===== src/rtl/serial_sub_pkg.sv =====
// Shared types and elaboration helpers for the digit-serial subtractor.
package serial_sub_pkg;

  // Control FSM states
  typedef enum logic {
    IDLE = 1'b0,
    RUN  = 1'b1
  } state_e;

  // Number of clock steps needed to walk WIDTH bits in DIGIT-bit slices
  function automatic int unsigned calc_steps(input int unsigned width,
                                             input int unsigned digit);
    return (digit == 0) ? 1 : width / digit;
  endfunction

  // Step-counter width, never narrower than one bit
  function automatic int unsigned calc_cnt_w(input int unsigned steps);
    return (steps <= 2) ? 1 : $clog2(steps);
  endfunction

endpackage


===== src/rtl/serial_sub_full_sub.sv =====
// One-bit full subtractor cell: two half-subtract stages plus an OR.
module full_sub (
  input  logic a_in,
  input  logic b_in,
  input  logic borrow_in,
  output logic d_out,
  output logic b_out
);

  logic d_half;
  logic b_half;
  logic b_second;

  // First half-subtract (a - b), then subtract the incoming borrow
  always_comb begin
    d_half   = a_in ^ b_in;
    b_half   = ~a_in & b_in;
    d_out    = d_half ^ borrow_in;
    b_second = ~d_half & borrow_in;
    b_out    = b_half | b_second;
  end

endmodule


===== src/rtl/serial_sub.sv =====
// Multi-cycle subtractor: a - b - borrow_in over WIDTH bits, DIGIT bits per clock.
module serial_sub
  import serial_sub_pkg::*;
#(
  parameter int unsigned WIDTH = 8,
  parameter int unsigned DIGIT = 1
) (
  input  logic             clk_in,
  input  logic             rst_in,
  input  logic             start_in,
  input  logic [WIDTH-1:0] a_in,
  input  logic [WIDTH-1:0] b_in,
  input  logic             borrow_in,
  output logic             busy_out,
  output logic             done_out,
  output logic [WIDTH-1:0] d_out,
  output logic             b_out,
  output logic             zero_out
);

  localparam int unsigned STEPS = calc_steps(WIDTH, DIGIT);
  localparam int unsigned CNT_W = calc_cnt_w(STEPS);

  // Reject parameter sets that cannot be split into whole digits
  if (DIGIT < 1) begin : g_bad_digit
    $error("serial_sub: DIGIT must be at least 1");
  end else if (WIDTH % DIGIT != 0) begin : g_bad_width
    $error("serial_sub: WIDTH must be a multiple of DIGIT");
  end

  state_e             state;
  logic [WIDTH-1:0]   a_sr;
  logic [WIDTH-1:0]   b_sr;
  logic               borrow_q;
  logic [CNT_W-1:0]   cnt;
  logic [DIGIT:0]     chain;
  logic [DIGIT-1:0]   diff;
  logic [WIDTH-1:0]   result_c;
  logic               last_step;

  assign chain[0]  = borrow_q;
  assign last_step = (cnt == CNT_W'(STEPS - 1));

  // Ripple chain of DIGIT cells over the current low digit
  for (genvar i = 0; i < int'(DIGIT); i++) begin : g_cell
    full_sub u_cell (
      .a_in      (a_sr[i]),
      .b_in      (b_sr[i]),
      .borrow_in (chain[i]),
      .d_out     (diff[i]),
      .b_out     (chain[i+1])
    );
  end

  // Working result: earlier digits collect from the MSB side; the newest digit
  // completes the word, so only WIDTH-DIGIT bits need storing
  if (DIGIT == WIDTH) begin : g_one_step
    assign result_c = diff;
  end else begin : g_multi_step
    logic [WIDTH-DIGIT-1:0] work;

    assign result_c = {diff, work};

    // Shift each new difference digit in from the top
    always_ff @(posedge clk_in) begin
      if (rst_in) begin
        work <= '0;
      end else if (state == RUN) begin
        work <= result_c[WIDTH-1:DIGIT];
      end
    end
  end

  // Control FSM with operand shift registers, borrow, counter and result
  always_ff @(posedge clk_in) begin
    if (rst_in) begin
      state    <= IDLE;
      a_sr     <= '0;
      b_sr     <= '0;
      borrow_q <= 1'b0;
      cnt      <= '0;
      busy_out <= 1'b0;
      done_out <= 1'b0;
      d_out    <= '0;
      b_out    <= 1'b0;
      zero_out <= 1'b0;
    end else begin
      done_out <= 1'b0;
      case (state)
        IDLE: begin
          if (start_in) begin
            a_sr     <= a_in;
            b_sr     <= b_in;
            borrow_q <= borrow_in;
            cnt      <= '0;
            busy_out <= 1'b1;
            state    <= RUN;
          end
        end
        RUN: begin
          a_sr     <= a_sr >> DIGIT;
          b_sr     <= b_sr >> DIGIT;
          borrow_q <= chain[DIGIT];
          cnt      <= cnt + CNT_W'(1);
          if (last_step) begin
            d_out    <= result_c;
            b_out    <= chain[DIGIT];
            zero_out <= (result_c == '0) && !chain[DIGIT];
            done_out <= 1'b1;
            busy_out <= 1'b0;
            state    <= IDLE;
          end
        end
        default: state <= IDLE;
      endcase
    end
  end

endmodule


===== config.mk =====
export PLATFORM = sky130hd
export DESIGN_NAME = serial_sub
export DESIGN_NICKNAME = d
export VERILOG_FILES = /design/src/rtl/serial_sub_pkg.sv /design/src/rtl/serial_sub_full_sub.sv /design/src/rtl/serial_sub.sv
export SDC_FILE = /design/constraint.sdc
export NUM_CORES = 1
export LEC_CHECK = 0
export ABC_CLOCK_PERIOD_IN_PS = 2620
export BUFFER_PORTS_ARGS = -buffer_cell sky130_fd_sc_hd__buf_2
export CAP_MARGIN = 20
export CELL_PAD_IN_SITES_DETAIL_PLACEMENT = 1
export CELL_PAD_IN_SITES_GLOBAL_PLACEMENT = 1
export CORE_UTILIZATION = 45
export DETAILED_ROUTE_END_ITERATION = 7
export PLACE_DENSITY_LB_ADDON = 0.1
export SYNTH_ARGS = -nofsm -noshare
export SYNTH_HDL_FRONTEND = slang
export SYNTH_HIERARCHICAL = 1
export SYNTH_SLANG_ARGS = --single-unit

===== constraint.sdc =====
create_clock -name clk_in -period 2.62 [get_ports clk_in]
set_input_delay 0 -clock clk_in [delete_from_list [all_inputs] [get_ports clk_in]]
set_output_delay 0 -clock clk_in [all_outputs]
set_load 0.03 [all_outputs]

==> results of run 1 <==
cells in the final DEF (no fill, tap or decap):
cell type	count
dfxtp_1	40
buf_2	31
nor2_1	29
mux2i_1	24
nand2_1	21
a21oi_1	14
mux2_4	13
clkbuf_8	5
inv_1	4
nor3_1	4
nor3b_1	3
ha_1	3
mux2_2	2
clkinv_2	2
buf_4	2
and2_1	1
nor4_1	1
nand4_1	1
nor2b_1	1
clkinv_4	1
fa_1	1
kinds of logic (layout without fill, tap and decap cells):
kind of cell               Yosys count  in the layout  synth area share, %
adders and majority gates            4              4                 3.31
DFF                                 40             40                 46.0
buffers and inverters               15             45                 5.61
and+or+nand+nor                     61             61                 14.7
muxes                               39             39                 26.3
AOI/OAI and AO/OA                   14             14                 4.03
final cells by class:
type                    instances  area share, %
multi-input cells             118           42.6
flip-flops and latches         40           40.6
repair buffers                 33           8.62
inverters                       4          0.760
well taps                      48           3.04
clock buffers                   5           3.49
clock inverters                 3          0.951
critical path, delay by kind of cell (launching register included):
family	cells	cell delay (ns)
compound gates	1	0.17
fa+ha+maj	2	0.37
flops	1	0.37
simple gates	2	0.47
registers in the layout (all words and copies together), names as in the netlist, 3 cells and up:
signal / count
g_multi_step.work: 7
a_sr: 8
cnt: 3
d_out: 8
b_sr: 8
stage by stage:
stage | instance area, um2 | setup WS (ns) | util (%)
2_1_floorplan | 1740 | 1.32 | -
4_1_cts | 1970 | 1.16 | 53.5
3_3_place_gp | 1890 | 1.26 | 51.2
5_1_grt | 1970 | 0.984 | 53.5
3_5_place_dp | 1890 | 1.18 | 51.2
6_report | 1970 | 1.17 | 53.5
layer usage:
metal / vias up / global-route usage, % / routed length, um
li1: 631 / - / -
met1: 590 / 19.6 / 1500
met2: 27 / 33.0 / 1620
met3: 6 / 5.54 / 130
met4: 0 / 10.8 / 76
met5: - / 0 / 0
synthesized netlist by cell type:
cell type | number | share of area, %
dfxtp_1 | 40 | 46
nand2_1 | 21 | 4.5
mux2_2 | 2 | 1.3
nor2_1 | 29 | 6.3
ha_1 | 3 | 2.2
nor3_1 | 4 | 1.2
nor2b_1 | 1 | 0.36
buf_6 | 4 | 2.6
and2_1 | 1 | 0.36
mux2i_1 | 24 | 14
nor4_1 | 1 | 0.36
buf_4 | 3 | 1.3
fa_1 | 1 | 1.2
a21oi_1 | 14 | 4.0
mux2_4 | 13 | 11
inv_1 | 4 | 0.86
nor3b_1 | 3 | 1.3
nand4_1 | 1 | 0.36
clkbuf_1 | 4 | 0.86
final timing paths:
check                                              to  slack [ns]  depth (start not counted)
worst max-delay path            zero_out$_SDFFE_PP0P_        1.17                          5
worst min-delay path             a_sr[7]$_SDFFE_PP0P_        0.02                          3
worst max register to register  zero_out$_SDFFE_PP0P_        1.17                          5
worst min register to register  d_out[7]$_SDFFE_PP0P_        0.46                          2
power groups by stage:
| stage | registers, W | clock network (W) | logic [W] |
|---|---|---|---|
| after global routing | 0.000647 | 0.000440 | 0.000152 |
| after detailed placement | 0.000659 | 0 | 0.000140 |
| final | 0.000644 | 0.000409 | 0.000138 |
| after CTS | 0.000645 | 0.000420 | 0.000141 |
| after floorplan | 0.000656 | 0 | 0.000113 |
| after global placement | 0.000656 | 0 | 0.000134 |
==> flow_metrics.py, run 1 <==
metrics = {
    "power_and_ir_drop": {
        "power_w": 0.00119,
        "ir_worst_vdd_v": 0.000400,
        "p_clk_share_pct": 34.3,
        "leakage_nw": 0.889,
        "power.switching_w": 0.000303,
        "power_density_nw_per_um2": 603,
        "power_frac_seq_pct": 54.1,
        "sw_frac_of_total_pct": 25.4,
        "p_int_w": 0.000889,
        "p_comb_share_pct": 11.6,
    },
    "job": {
        "drv_cap": 0,
    },
    "placed_design": {
        "io_buffers": 31,
        "place_congestion": 0.727,
        "hpwl_um": 2310,
        "place_inst": 243,
    },
    "sta": {
        "rsz0062_at_grt": "no",
        "period_needed_ns": 1.45,
        "tns_ns": 0,
        "final_hold_viol_count": 0,
        "final-max-slew-violation-count": 0,
        "max_slew.worst_pin.slew_ns": 0.697,
        "whs_ns": 0.0191,
        "fmax_mhz": 689,
        "timing.final.crit_share_pct": 55.4,
        "finClkSkew_ns": 0.0118,
        "slew_headroom_pct": 53.6,
        "finalSetupViolations": 0,
    },
    "worst_setup_path": {
        "crit_slowest_cell": "dfxtp_1",
        "cpMostUsedCell": "ha_1",
        "criticalPathCategory": "flop to flop",
        "crit_path_end_kind": "flop",
        "critPathMaxFanout": 11,
        "max_stage_delay_ns": 0.37,
        "startpoint": "cnt[0]$_SDFFE_PP0P_",
        "cp.required_ns": 2.85,
        "rr_startpoint": "cnt[0]$_SDFFE_PP0P_",
        "critPathLaunchType": "flop",
        "crit_chain": "ha_1, ha_1, and2_1, nand4_1, a21oi_1",
        "cp.arrival_ns": 1.68,
    },
    "global_routing": {
        "grt_pass1_vias": 1332,
        "grtUsageTotal_pct": 18.7,
        "grt_first_pass_wirelength_um": 5700,
        "grt_antenna_before_repair": 0,
        "overflow": 0,
        "grt_max_degree": 41,
    },
    "finish": {
        "fillerInstances": 460,
        "antenna_cells": 0,
        "layout-drive-gt1-share_pct": 27.6,
        "multiInputGateArea_um2": 841,
        "stdcell_count": 251,
        "ff_latch_area_um2": 801,
        "fin_nets": 226,
        "syn_to_final_growth_pct": 13.5,
    },
    "synthesis": {
        "yosys_warnings": 6,
        "ys_types": 19,
        "synth.avg_cell_area_um2": 10.1,
        "synthesis.nets": 197,
        "ys_ff_latch": 40,
        "syn_area_um2": 1740,
        "seq_area_frac_synth_pct": 46.0,
        "syn_inst": 173,
    },
    "clock_network": {
        "cts_setup_buffers": 0,
        "cts_tree": "done",
        "clock_sinks": 40,
        "cts_buffer_depth": 2,
        "worstSkewPairLatency_ns": 0.30,
        "post_cts_resized": 0,
        "holdBufCountCts": 0,
        "clk_pin_slew_ns": 0.08,
        "htree_num_levels": 2,
        "root_buffer": "clkbuf_8",
        "cts_inserted_buffers": 5,
    },
    "drt": {
        "postRouteAntennaNets": 0,
        "routed_wl_um": 3330,
        "via_count": 1254,
        "drt_first_pass_iters": 2,
        "vias_per_cell": 5.00,
        "drc": 0,
        "routedWlPerCell_um": 13.3,
        "drt_iter0_markers": 32,
    },
    "floorplanning": {
        "rows": 22,
        "dieHeight_um": 64.2,
        "die_area_um2": 4120,
        "fp.dieW_um": 64.2,
        "core_area_um2": 3690,
        "ios": 32,
        "start_util_pct": 47.2,
    },
    "min_path": {
        "hold_class": "input port to flop",
        "hp-start": "a_in[7]",
    },
    "outcome": {
        "status": "finished, final reports clean",
    },
}
Power figures use the tool's default switching activity.
==> run 2: changes to the inputs <==
--- a/config.mk
+++ b/config.mk
@@ -5,12 +5,12 @@
 export SDC_FILE = /design/constraint.sdc
 export NUM_CORES = 1
 export LEC_CHECK = 0
-export ABC_CLOCK_PERIOD_IN_PS = 2620
+export ABC_CLOCK_PERIOD_IN_PS = 1250
 export BUFFER_PORTS_ARGS = -buffer_cell sky130_fd_sc_hd__buf_2
 export CAP_MARGIN = 20
 export CELL_PAD_IN_SITES_DETAIL_PLACEMENT = 1
 export CELL_PAD_IN_SITES_GLOBAL_PLACEMENT = 1
-export CORE_UTILIZATION = 45
+export CORE_UTILIZATION = 38
 export DETAILED_ROUTE_END_ITERATION = 7
 export PLACE_DENSITY_LB_ADDON = 0.1
 export SYNTH_ARGS = -nofsm -noshare
==> constraint.sdc (replaced) <==
create_clock -name clk_in -period 1.25 [get_ports clk_in]
set_input_delay 0 -clock clk_in [delete_from_list [all_inputs] [get_ports clk_in]]
set_output_delay 0 -clock clk_in [all_outputs]
set_load 0.03 [all_outputs]
==> flow_metrics.py, run 2 (same netlist as run 1, synthesis figures left out) <==
metrics = {
    "global_routing": {
        "grt_first_pass_wirelength_um": 5960,
        "busiest_layer": "met2",
        "use_met2_pct": 27.9,
        "grt_max_degree": 41,
        "grt_antenna_before_repair": 0,
        "globalRouteMet1Util_pct": 17.1,
        "grtUsageTotal_pct": 15.7,
        "overflow": 0,
        "grt_pass1_vias": 1325,
        "groute.layer.met3.usage_pct": 4.36,
    },
    "sta": {
        "finalSetupViolations": 2,
        "slew_headroom_pct": 72.6,
        "period_needed_ns": 1.33,
        "finClkSkew_ns": 0.00317,
        "timing.final.crit_share_pct": 106,
        "max_slew.worst_pin.slew_ns": 0.411,
        "final_hold_viol_count": 0,
        "rsz0062_at_grt": "yes",
        "final-max-slew-violation-count": 0,
        "timing.final.ws_setup_ns": -0.0794,
        "fmax_mhz": 752,
    },
    "drt": {
        "drc": 0,
        "routedWlPerCell_um": 13.3,
        "via_count": 1303,
        "routed_wl_um": 3500,
        "vias_per_cell": 4.95,
        "postRouteAntennaNets": 0,
        "drt_first_pass_iters": 2,
        "drt_iter0_markers": 64,
    },
    "floorplanning": {
        "dieHeight_um": 69.7,
        "core_area_um2": 4380,
        "start_util_pct": 39.7,
        "fp.dieW_um": 69.7,
        "die_area_um2": 4850,
        "ios": 32,
        "rows": 24,
    },
    "finish": {
        "design_area_um2": 2130,
        "reg.largest.list": "a_sr x8, b_sr x8, d_out x8",
        "layout-drive-gt1-share_pct": 36.5,
        "stdcell_count": 263,
        "utilization_pct": 48.5,
        "final_common_cell": "dfxtp_1",
        "syn_to_final_growth_pct": 22.4,
        "fin_nets": 235,
        "antenna_cells": 0,
        "fillerInstances": 524,
        "most-common-layout-cells": "dfxtp_1, buf_2, nor2_1, mux2i_1, nand2_1",
    },
    "worst_setup_path": {
        "rr_endpoint": "zero_out$_SDFFE_PP0P_",
        "critPathLaunchType": "flop",
        "crit_path_end_kind": "flop",
        "reg2reg_depth": 5,
        "cp.arrival_ns": 1.55,
        "criticalPathCategory": "flop to flop",
        "critPathMaxFanout": 2,
        "crit_slowest_cell": "fa_1",
        "crit_chain": "inv_2, fa_1, nor3_1, nand4_1, a21oi_1",
        "r2r_slack_ns": -0.08,
        "startpoint": "borrow_q$_SDFFE_PP0P_",
        "rr_startpoint": "borrow_q$_SDFFE_PP0P_",
        "cp.required_ns": 1.47,
        "max_stage_delay_ns": 0.46,
    },
    "placed_design": {
        "io_buffers": 31,
        "hpwl_um": 2360,
        "pre_cts_slack_ns": -0.131,
        "place_inst": 253,
        "place_congestion": 0.774,
        "placed_area_um2": 1960,
    },
    "outcome": {
        "status": "finished with violations",
        "violations": "setup timing",
    },
    "clock_network": {
        "worstSkewPairLatency_ns": 0.29,
        "cts_buffer_depth": 2,
        "clock_sinks": 40,
        "clk_pin_slew_ns": 0.07,
        "htree_num_levels": 2,
        "cts_tree": "done",
        "root_buffer": "clkbuf_8",
        "cts_inserted_buffers": 5,
    },
    "power_and_ir_drop": {
        "power_w": 0.00260,
        "power_density_nw_per_um2": 1220,
        "ir_worst_vdd_v": 0.000531,
        "leakage_nw": 0.956,
    },
    "min_path": {
        "hp-start": "a_in[7]",
        "hold_depth": 3,
        "min_to": "a_sr[7]$_SDFFE_PP0P_",
        "hold_class": "input port to flop",
    },
    "job": {
        "drv_cap": 0,
    },
}
run 2: power breakdown:
group	switching [W]	internal (W)	total (W)
sequential	0.0000347	0.00132	0.00136
combinational	0.000147	0.000184	0.000332
clock	0.000419	0.000491	0.000910
run 2: routing by layer:
layer | wire, um | up-vias
li1 | - | 647
met1 | 1510 | 619
met2 | 1760 | 29
met3 | 169 | 8
met4 | 68 | 0
met5 | 0 | -
run 2: how the worst max path moves through the flow:
stage | endpoint | slack, ns | depth (start not counted)
6_report | zero_out$_SDFFE_PP0P_ | -0.08 | 5
2_1_floorplan | zero_out$_SDFFE_PP0P_ | 0.008 | 5
3_5_place_dp | zero_out$_SDFFE_PP0P_ | -0.13 | 5
4_1_cts | zero_out$_SDFFE_PP0P_ | -0.08 | 5
5_1_grt | zero_out$_SDFFE_PP0P_ | -0.14 | 5
3_3_place_gp | zero_out$_SDFFE_PP0P_ | -0.06 | 5
run 2: critical path: cells and delay by family (launching register included):
family	cells	cell delay, ns
fa+ha+maj	1	0.46
compound gates	1	0.17
simple gates	2	0.26
flops	1	0.34
buf+inv	1	0.04
run 2: area by class of cell:
cell class,instances,area [um2],share of cell area [%]
well taps,52,65.1,3.06
inverters,4,15.0,0.705
repair buffers,41,255,12.0
multi-input cells,119,890,41.8
clock buffers,7,96.3,4.53
flip-flops and latches,40,807,37.9
run 2: per-stage QoR:
stage,hold slack [ns],TNS [ns]
4_1_cts,0.00620,-0.123
2_1_floorplan,0.195,0
6_report,0.0203,-0.106
3_3_place_gp,0.289,-0.112
5_1_grt,0.0461,-0.254
3_5_place_dp,0.317,-1.06
run 2: repair_timing:
item                       in CTS  in global routing
pin swaps                       2                  5
resized for setup              10                  7
setup endpoints to repair      11                  8
gates cloned                    1                  0
hold buffers                    0                  0
setup buffers                   1                  1
